## src/rtl/tmr_mac_sequencer_if.sv

```systemverilog
// Operand stream, multiplier link and status bundle of the TMR dot-product sequencer.
// Handshake: a pair moves on a rising edge only when in_valid and in_ready are both high; in_ready never depends on in_valid.
interface tmr_mac_sequencer_if #(
  parameter int N     = 16,
  parameter int LEN_W = 8
);
  logic             start;
  logic [LEN_W-1:0] len;
  logic             in_valid;
  logic             in_ready;
  logic [N-1:0]     in_x;
  logic [N-1:0]     in_w;
  logic [N-1:0]     mul_a;
  logic [N-1:0]     mul_b;
  logic [N-1:0]     mul_result;
  logic             mul_invalid;
  logic             mul_ovf;
  logic             busy;
  logic             done;
  logic [N-1:0]     acc;
  logic             ovf;
  logic             fault;
  logic [7:0]       retry_cnt;
  logic [1:0]       state;

  modport slave (
    input  start, len, in_valid, in_x, in_w, mul_result, mul_invalid, mul_ovf,
    output in_ready, mul_a, mul_b, busy, done, acc, ovf, fault, retry_cnt, state
  );

  modport master (
    output start, len, in_valid, in_x, in_w, mul_result, mul_invalid, mul_ovf,
    input  in_ready, mul_a, mul_b, busy, done, acc, ovf, fault, retry_cnt, state
  );
endinterface

```

## src/rtl/tmr_mac_sequencer.sv

```systemverilog
// Drives the shared TMR multiplier over one neuron's operand pairs, re-issuing on
// invalid votes and accumulating products with signed saturation.
module tmr_mac_sequencer #(
  parameter int N         = 16,
  parameter int INTBITS   = 6,
  parameter int FRACBITS  = 10,
  parameter int MAX_RETRY = 2,
  parameter int LEN_W     = 8
) (
  input  logic             clk,
  input  logic             rst_n,
  tmr_mac_sequencer_if.slave bus
);

  if (INTBITS + FRACBITS != N) begin : g_format_mismatch
    $error("INTBITS + FRACBITS must equal N");
  end

  localparam logic [1:0] IDLE  = 2'd0;
  localparam logic [1:0] FETCH = 2'd1;
  localparam logic [1:0] MUL   = 2'd2;
  localparam logic [1:0] DONE  = 2'd3;

  localparam int RW = (MAX_RETRY < 1) ? 1 : $clog2(MAX_RETRY + 1);

  logic [1:0]       state;
  logic [N-1:0]     acc_r;
  logic [N-1:0]     mul_a_r;
  logic [N-1:0]     mul_b_r;
  logic             ovf_r;
  logic             fault_r;
  logic [7:0]       retry_r;
  logic [LEN_W-1:0] term_cnt;
  logic [LEN_W-1:0] len_r;
  logic [RW-1:0]    try_cnt;

  logic [N:0]       sum;
  logic             sat_pos;
  logic             sat_neg;
  logic [N-1:0]     sum_sat;
  logic [LEN_W-1:0] term_nxt;
  logic             retry_now;

  // One extra sign bit makes the overflow direction visible in the top two bits.
  always_comb begin
    sum      = {acc_r[N-1], acc_r} + {bus.mul_result[N-1], bus.mul_result};
    sat_pos  = ~sum[N] &  sum[N-1];
    sat_neg  =  sum[N] & ~sum[N-1];
    sum_sat  = sum[N-1:0];
    if (sat_pos) sum_sat = {1'b0, {(N-1){1'b1}}};
    if (sat_neg) sum_sat = {1'b1, {(N-1){1'b0}}};
    term_nxt  = term_cnt + 1'b1;
    retry_now = bus.mul_invalid && (try_cnt < RW'(MAX_RETRY));
  end

  always_ff @(posedge clk or negedge rst_n) begin
    if (!rst_n) begin
      state    <= IDLE;
      acc_r    <= '0;
      mul_a_r  <= '0;
      mul_b_r  <= '0;
      ovf_r    <= 1'b0;
      fault_r  <= 1'b0;
      retry_r  <= '0;
      term_cnt <= '0;
      len_r    <= '0;
      try_cnt  <= '0;
    end else begin
      case (state)
        IDLE: begin
          if (bus.start) begin
            acc_r    <= '0;
            ovf_r    <= 1'b0;
            fault_r  <= 1'b0;
            retry_r  <= '0;
            term_cnt <= '0;
            len_r    <= bus.len;
            state    <= (bus.len == '0) ? DONE : FETCH;
          end
        end
        FETCH: begin
          if (bus.in_valid) begin
            mul_a_r <= bus.in_x;
            mul_b_r <= bus.in_w;
            try_cnt <= '0;
            state   <= MUL;
          end
        end
        MUL: begin
          // Operands stay put, so staying here re-evaluates the same product.
          if (retry_now) begin
            try_cnt <= try_cnt + 1'b1;
            if (retry_r != 8'hFF) retry_r <= retry_r + 8'd1;
          end else begin
            acc_r    <= sum_sat;
            ovf_r    <= ovf_r | bus.mul_ovf | sat_pos | sat_neg;
            fault_r  <= fault_r | bus.mul_invalid;
            term_cnt <= term_nxt;
            state    <= (term_nxt == len_r) ? DONE : FETCH;
          end
        end
        default: state <= IDLE;
      endcase
    end
  end

  assign bus.in_ready  = (state == FETCH);
  assign bus.busy      = (state != IDLE);
  assign bus.done      = (state == DONE);
  assign bus.acc       = acc_r;
  assign bus.mul_a     = mul_a_r;
  assign bus.mul_b     = mul_b_r;
  assign bus.ovf       = ovf_r;
  assign bus.fault     = fault_r;
  assign bus.retry_cnt = retry_r;
  assign bus.state     = state;

endmodule

```

## src/flat_wrapper.sv

```systemverilog
// flat-port wrapper written by rule: the top's interface ports become plain ports
module tmr_mac_sequencer_flat 
#(
  parameter int N         = 16,
  parameter int INTBITS   = 6,
  parameter int FRACBITS  = 10,
  parameter int MAX_RETRY = 2,
  parameter int LEN_W     = 8
)
  (clk, rst_n, bus_start, bus_len, bus_in_valid, bus_in_x, bus_in_w, bus_mul_result, bus_mul_invalid, bus_mul_ovf, bus_in_ready, bus_mul_a, bus_mul_b, bus_busy, bus_done, bus_acc, bus_ovf, bus_fault, bus_retry_cnt, bus_state);
  tmr_mac_sequencer_if #(.N(N), .LEN_W(LEN_W)) bus_i ();
  input  logic clk;
  input  logic rst_n;
  input wire logic [$bits(bus_i.start)-1:0] bus_start;
  input wire logic [$bits(bus_i.len)-1:0] bus_len;
  input wire logic [$bits(bus_i.in_valid)-1:0] bus_in_valid;
  input wire logic [$bits(bus_i.in_x)-1:0] bus_in_x;
  input wire logic [$bits(bus_i.in_w)-1:0] bus_in_w;
  input wire logic [$bits(bus_i.mul_result)-1:0] bus_mul_result;
  input wire logic [$bits(bus_i.mul_invalid)-1:0] bus_mul_invalid;
  input wire logic [$bits(bus_i.mul_ovf)-1:0] bus_mul_ovf;
  output wire logic [$bits(bus_i.in_ready)-1:0] bus_in_ready;
  output wire logic [$bits(bus_i.mul_a)-1:0] bus_mul_a;
  output wire logic [$bits(bus_i.mul_b)-1:0] bus_mul_b;
  output wire logic [$bits(bus_i.busy)-1:0] bus_busy;
  output wire logic [$bits(bus_i.done)-1:0] bus_done;
  output wire logic [$bits(bus_i.acc)-1:0] bus_acc;
  output wire logic [$bits(bus_i.ovf)-1:0] bus_ovf;
  output wire logic [$bits(bus_i.fault)-1:0] bus_fault;
  output wire logic [$bits(bus_i.retry_cnt)-1:0] bus_retry_cnt;
  output wire logic [$bits(bus_i.state)-1:0] bus_state;
  assign bus_i.start = bus_start;
  assign bus_i.len = bus_len;
  assign bus_i.in_valid = bus_in_valid;
  assign bus_i.in_x = bus_in_x;
  assign bus_i.in_w = bus_in_w;
  assign bus_i.mul_result = bus_mul_result;
  assign bus_i.mul_invalid = bus_mul_invalid;
  assign bus_i.mul_ovf = bus_mul_ovf;
  assign bus_in_ready = bus_i.in_ready;
  assign bus_mul_a = bus_i.mul_a;
  assign bus_mul_b = bus_i.mul_b;
  assign bus_busy = bus_i.busy;
  assign bus_done = bus_i.done;
  assign bus_acc = bus_i.acc;
  assign bus_ovf = bus_i.ovf;
  assign bus_fault = bus_i.fault;
  assign bus_retry_cnt = bus_i.retry_cnt;
  assign bus_state = bus_i.state;
  tmr_mac_sequencer #(.N(N), .INTBITS(INTBITS), .FRACBITS(FRACBITS), .MAX_RETRY(MAX_RETRY), .LEN_W(LEN_W)) u_core (.clk(clk), .rst_n(rst_n), .bus(bus_i));
endmodule
```

## config.mk

```make
export PLATFORM = sky130hd
export DESIGN_NAME = tmr_mac_sequencer_flat
export DESIGN_NICKNAME = d
export VERILOG_FILES = /design/src/rtl/tmr_mac_sequencer_if.sv /design/src/rtl/tmr_mac_sequencer.sv /design/src/flat_wrapper.sv
export SDC_FILE = /design/constraint.sdc
export NUM_CORES = 1
export LEC_CHECK = 0
export CAP_MARGIN = 5
export CORE_MARGIN = 2
export CORE_UTILIZATION = 43
export CTS_CLUSTER_SIZE = 10
export DETAILED_ROUTE_END_ITERATION = 10
export PLACE_DENSITY = 0.77
export SLEW_MARGIN = 40
export SYNTH_ARGS = -nofsm -noshare
export SYNTH_HDL_FRONTEND = slang
export SYNTH_SLANG_ARGS = --single-unit
```

## constraint.sdc

```tcl
create_clock -name clk -period 2.54 [get_ports clk]
set_clock_uncertainty 0.05 [all_clocks]
set_input_delay 0.635 -clock clk [delete_from_list [all_inputs] [get_ports clk]]
set_output_delay 0.635 -clock clk [all_outputs]
set_load 0.01 [all_outputs]
```

Word-level counts from Yosys, hierarchy flattened --
Cells that the tools add are included.
Word-level totals: register bits 78, bits of input ports 62, output and inout port bits 63, logic and storage cells 70
Cells by class: add/subtract/negate cells 4, $lt $le $gt $ge 1, equality and inequality tests 10, muxes and demuxes 25, bitwise gates (word level) 8, reductions and logical operators 12
Operators with widths (count):
- two-way mux 16 bit | 4
- two-way mux 8 bit | 4
- case mux 16 bit (2 select lines) | 1
- case mux 8 bit (2 select lines) | 2
- adder 16 x 16 -> 17 bit | 1
- adder 8 x 1 -> 8 bit (second input constant) | 2
- two-way mux 2 bit | 7
- AND reduction 3 bit | 3
- == test 8 bit | 1
- zero test 8 bit | 1
- != test 8 bit (second input constant) | 1
- != test 2 bit (second input constant) | 3
- case mux 2 bit (3 select lines) | 1
- nonzero test 2 bit | 3
- == test 2 bit (second input constant) | 2
- != test 2 x 1 -> 1 bit (second input constant) | 2
- bitwise OR 1 bit | 4
- case mux 1 bit (2 select lines) | 2
- case mux 2 bit (2 select lines) | 1
- AND reduction 2 bit | 2
- AND reduction 4 bit | 1
- two-way mux 1 bit | 3
- adder 2 x 1 -> 2 bit (second input constant) | 1
- bitwise AND 1 bit | 2
- other kinds (5) | 6

Longest topological paths before layout --
Gate-level depths: netlist of run 1.
depth after elaboration 7, mapped depth 11, mapped depth without buffers 9

Worst setup path after synthesis of run 1 --
No wires, ideal clock.
path kind input to register, start input port bus_mul_result[0], end register u_core.acc_r[13], in the netlist u_core.bus.acc[13], setup time 0.121 ns, arrival time 2.743 ns, required time 2.369 ns, setup slack -0.374 ns, stages on the path 10, path buffers 1, cell sequence ha_1 -> fa_1 -> a211oi_1 -> o21ai_1 -> a21oi_1 -> nor3b_1 -> or2_1 -> clkbuf_2 -> maj3_1 -> a22o_1
Between the ends: word-level cells in the longest chain between the ends 7, elaborated cells on any way between the ends 9, classes of those cells 1 x add/sub; 4 x mux; 4 x bitwise
Ends and longest elaborated chain:
- start: declaration | line flat_wrapper.sv:19 | input wire logic [$bits(bus_i.mul_result)-1:0] bus_mul_result;
- adder 16 x 16 -> 17 bit (*) | line tmr_mac_sequencer.sv:46 | sum = {acc_r[N-1], acc_r} + {bus.mul_result[N-1], bus.mul_result};
- NOT 1 bit | line tmr_mac_sequencer.sv:47 | sat_pos = ~sum[N] & sum[N-1];
- bitwise AND 1 bit | line tmr_mac_sequencer.sv:47
- two-way mux 16 bit | line tmr_mac_sequencer.sv:50 | if (sat_pos) sum_sat = {1'b0, {(N-1){1'b1}}};
- two-way mux 16 bit (*) | line tmr_mac_sequencer.sv:51 | if (sat_neg) sum_sat = {1'b1, {(N-1){1'b0}}};
- two-way mux 16 bit (*) | line tmr_mac_sequencer.sv:91 | if (retry_now) begin
- case mux 16 bit (2 select lines) (*) | line tmr_mac_sequencer.sv:69 | case (state)
- end signal: assignment | line tmr_mac_sequencer.sv:95 | acc_r <= sum_sat;
- end: declaration | line tmr_mac_sequencer.sv:27 | logic [N-1:0] acc_r;
Mark *: on every way between the ends. The rest lies on a longest branch, timed or not. The select of a mux whose other input is x is not followed. A chain may end at the register's enable or synchronous reset.

Worst setup path after layout of run 1 --
start input port bus_mul_result[7], end register u_core.acc_r[13], in the netlist u_core.bus.acc[13]
The elaborated chain is that of the path after synthesis.

==> results of run 1 <==
[cell usage in the layout, fill, tap and decap left out, types with 3 or more instances in the layout]
master           count
nand2b_1             6
xor2_1              17
nand2_1             54
nor4_1               3
ha_4                14
buf_6                3
clkdlybuf4s50_1    109
clkdlybuf4s15_1      3
o21ai_0             25
nand3_1              8
nor2_1              24
mux2_2              34
a211oi_2             6
xnor2_1             15
dfrtp_1             78
buf_12               3
o21ai_1             15
buf_4               63
a21oi_1             23
dlygate4sd2_1        7
ha_1                 4
nor2b_1              4
and3_1               4
a21oi_2              6
and2_1               3
a31oi_1              3
clkbuf_8             9
nand4_1              6
o21ai_2              3
inv_1                5
[power by group]
part / switching, mW / internal, mW
Sequential: 0.443 / 1.75
Combinational: 2.10 / 2.61
Clock: 0.505 / 0.468
[cell families (layout without fill, tap and decap cells)]
| logic type | count (synthesis) | count (layout) | share of synthesized area (%) |
|---|---|---|---|
| AO/OA/AOI/OAI | 104 | 104 | 15.4 |
| XOR/XNOR | 33 | 33 | 7.03 |
| adder cells (fa/ha/maj) | 20 | 20 | 6.05 |
| buffers and inverters | 24 | 216 | 2.40 |
| flip-flops | 78 | 78 | 46.3 |
| multiplexers | 36 | 36 | 9.55 |
| AND/OR/NAND/NOR | 124 | 124 | 13.3 |
[metrics by stage]
stage	util, %	hold WS, ns	power [mW]	setup WS, ns
after floorplan	-	0.289	4.34	-0.154
after global placement	62.8	0.435	6.19	-0.524
after detailed placement	62.8	0.436	6.31	-0.617
after CTS	68.0	0.188	7.67	0.00642
after global routing	69.2	0.199	8.43	-0.0767
final	69.2	0.184	7.88	-0.0261
[area by class of cell]
class,instances,area (um2),area share (%)
multi-input cells,317,2500,37.5
flip-flops and latches,78,1950,29.2
repair buffers,194,1830,27.4
well taps,133,166,2.49
clock buffers,9,124,1.86
clock inverters,7,80.1,1.20
inverters,6,22.5,0.337
[worst paths after layout]
path | cells after the start | endpoint | from | slack, ns
max | 9 | u_core.bus.acc[13] | bus_mul_result[7] | -0.03
min | 1 | u_core.bus.mul_a[7] | rst_n | 0.18
max reg2reg | 9 | u_core.bus.acc[13] | u_core.bus.acc[0] | 0.03
min reg2reg | 1 | u_core.bus.mul_b[4] | u_core.bus.mul_b[4] | 0.46
max in group asynchronous | 2 | u_core.len_r[1] | rst_n | 1.64
min in group clk | 1 | u_core.bus.mul_b[4] | u_core.bus.mul_b[4] | 0.46
[metal layers]
| metal | GRT usage [%] | vias to the layer above | share of wire, % |
|---|---|---|---|
| met5 | 0 | - | 0 |
| met4 | 8.30 | 0 | 2.3 |
| met3 | 4.75 | 29 | 4.8 |
| met2 | 38.9 | 125 | 50 |
| met1 | 27.5 | 1900 | 43 |
| li1 | - | 1861 | - |
[state kept, by name (all words and copies together) (netlist names)]
signal and count:
u_core.bus.acc 16, u_core.bus.fault 1, u_core.bus.mul_a 16, u_core.bus.mul_b 16, u_core.bus.ovf 1, u_core.bus.retry_cnt 8, u_core.bus.state 2, u_core.len_r 8
u_core.term_cnt 8, u_core.try_cnt 2
[critical path: stages]
cell and delay [ns]:
clkdlybuf4s50_1 0.44, ha_4 0.29, buf_4 0.13, and3_2 0.25
nand3_2 0.13, o31ai_2 0.28, nor2_1 0.08, maj3_2 0.31
a22o_1 0.20
[what timing repair did]
action,CTS,global route
pin swaps,22,10
cloned,0,1
resized for setup,54,20
endpoints found under the setup margin,17,16
setup buffers,8,1
==> results.ini, run 1 <==
[timing]
slew_headroom_pct=68.3
rsz0062_at_grt=yes
fin_crit_ns=2.57
fin_crit_sh_pct=101
finalMaxSlewViolations=0
max_freq_mhz=390
worst_pin_slew_ns=0.476
hold_viol_final=0
finalSetupTns_ns=-0.0261
setup_slack_ns=-0.0261
setup_viol=1

[pwr]
power_density_nw_per_um2=1180
ir_drop_mv=0.635
power_leakage_nw=2.87

[grt]
grt_pass1_wl_um=18800
grt_max_degree=46
grt-ovfl-total=0
track_usage_pct=22.4
grt_antenna_before_repair=0
grt_pass1_vias=4021

[cells_and_area]
drive_above_1_share_pct=29.1
final_area_um2=6670
nets=687
nFillCells=730
diodes=0
fin_cells=744
syn2layout_area_growth_pct=58.2

[min_path]
hold_path_class=in2async

[drt]
via_per_inst=5.26
num_vias=3915
ant_nets=0
wl_per_cell_um=15.8
wirelength_um=11800
drc=0
dr.pass1.iters=4
drt_iter0_drc=166

[synthesis]
ys_seq_elements=78
yosys_warnings=0
synth_cells=419
synth_nets=500
avgSynthCellArea_um2=10.1
synth_edf_count=0
yosys-top-cells-area=dfrtp_1 46%, mux2_2 9.1%, ha_1 5.3%
ys_seq_area_share_pct=46.3
netlist_area_um2=4220
synth_ff_type=dfrtp_1
synthTopCellsByCount=78 x dfrtp_1, 55 x nand2_1, 34 x mux2_2, 31 x o21ai_0, 30 x a21oi_1
async_flop_share_pct=100
synth_most_common_cell=dfrtp_1
synth_top_area_cell=dfrtp_1
synth_top_area_share_pct=46.3
ys_types=51

[run]
cap_violations=0

[die]
coreArea_um2=9640
die_y_um=103
rows=36
start_util_pct=43.8
chipWidth_um=103
ios=125
die-area_um2=10600

[clocking]
cts_made_buffers=9
clockBufferDepth=2
postCtsHoldBufs=0
cts-root-buf=clkbuf_8
cts.sinks=78
cts-htree-levels=3
path_clk_slew_ns=0.09
clk_latency_ns=0.35
cts_tree=done

[place]
dp_cells=718
place_area_um2=6050
hpwlAfterDp_um=8380
io_buffers=124
finalWeightedCongestion=0.872

[critical_path]
worst-setup-path-type=in2reg
crit_required_ns=2.73
end_kind=register
cp_max_fo=5
start_kind=primary input
crit_arrival_ns=2.76

[status]
violations=setup timing
outcome=complete, but fails checks

No activity file was read; power rests on OpenSTA's default activity.
==> inputs of run 2 (changes only) <==
--- a/config.mk
+++ b/config.mk
@@ -11,7 +11,7 @@
 export CTS_CLUSTER_SIZE = 10
 export DETAILED_ROUTE_END_ITERATION = 10
 export PLACE_DENSITY = 0.77
-export SLEW_MARGIN = 40
+export SLEW_MARGIN = 20
 export SYNTH_ARGS = -nofsm -noshare
 export SYNTH_HDL_FRONTEND = slang
 export SYNTH_SLANG_ARGS = --single-unit
==> results of run 2 <==
Same layout as run 1: the final DEF is identical, and so are final timing and power.
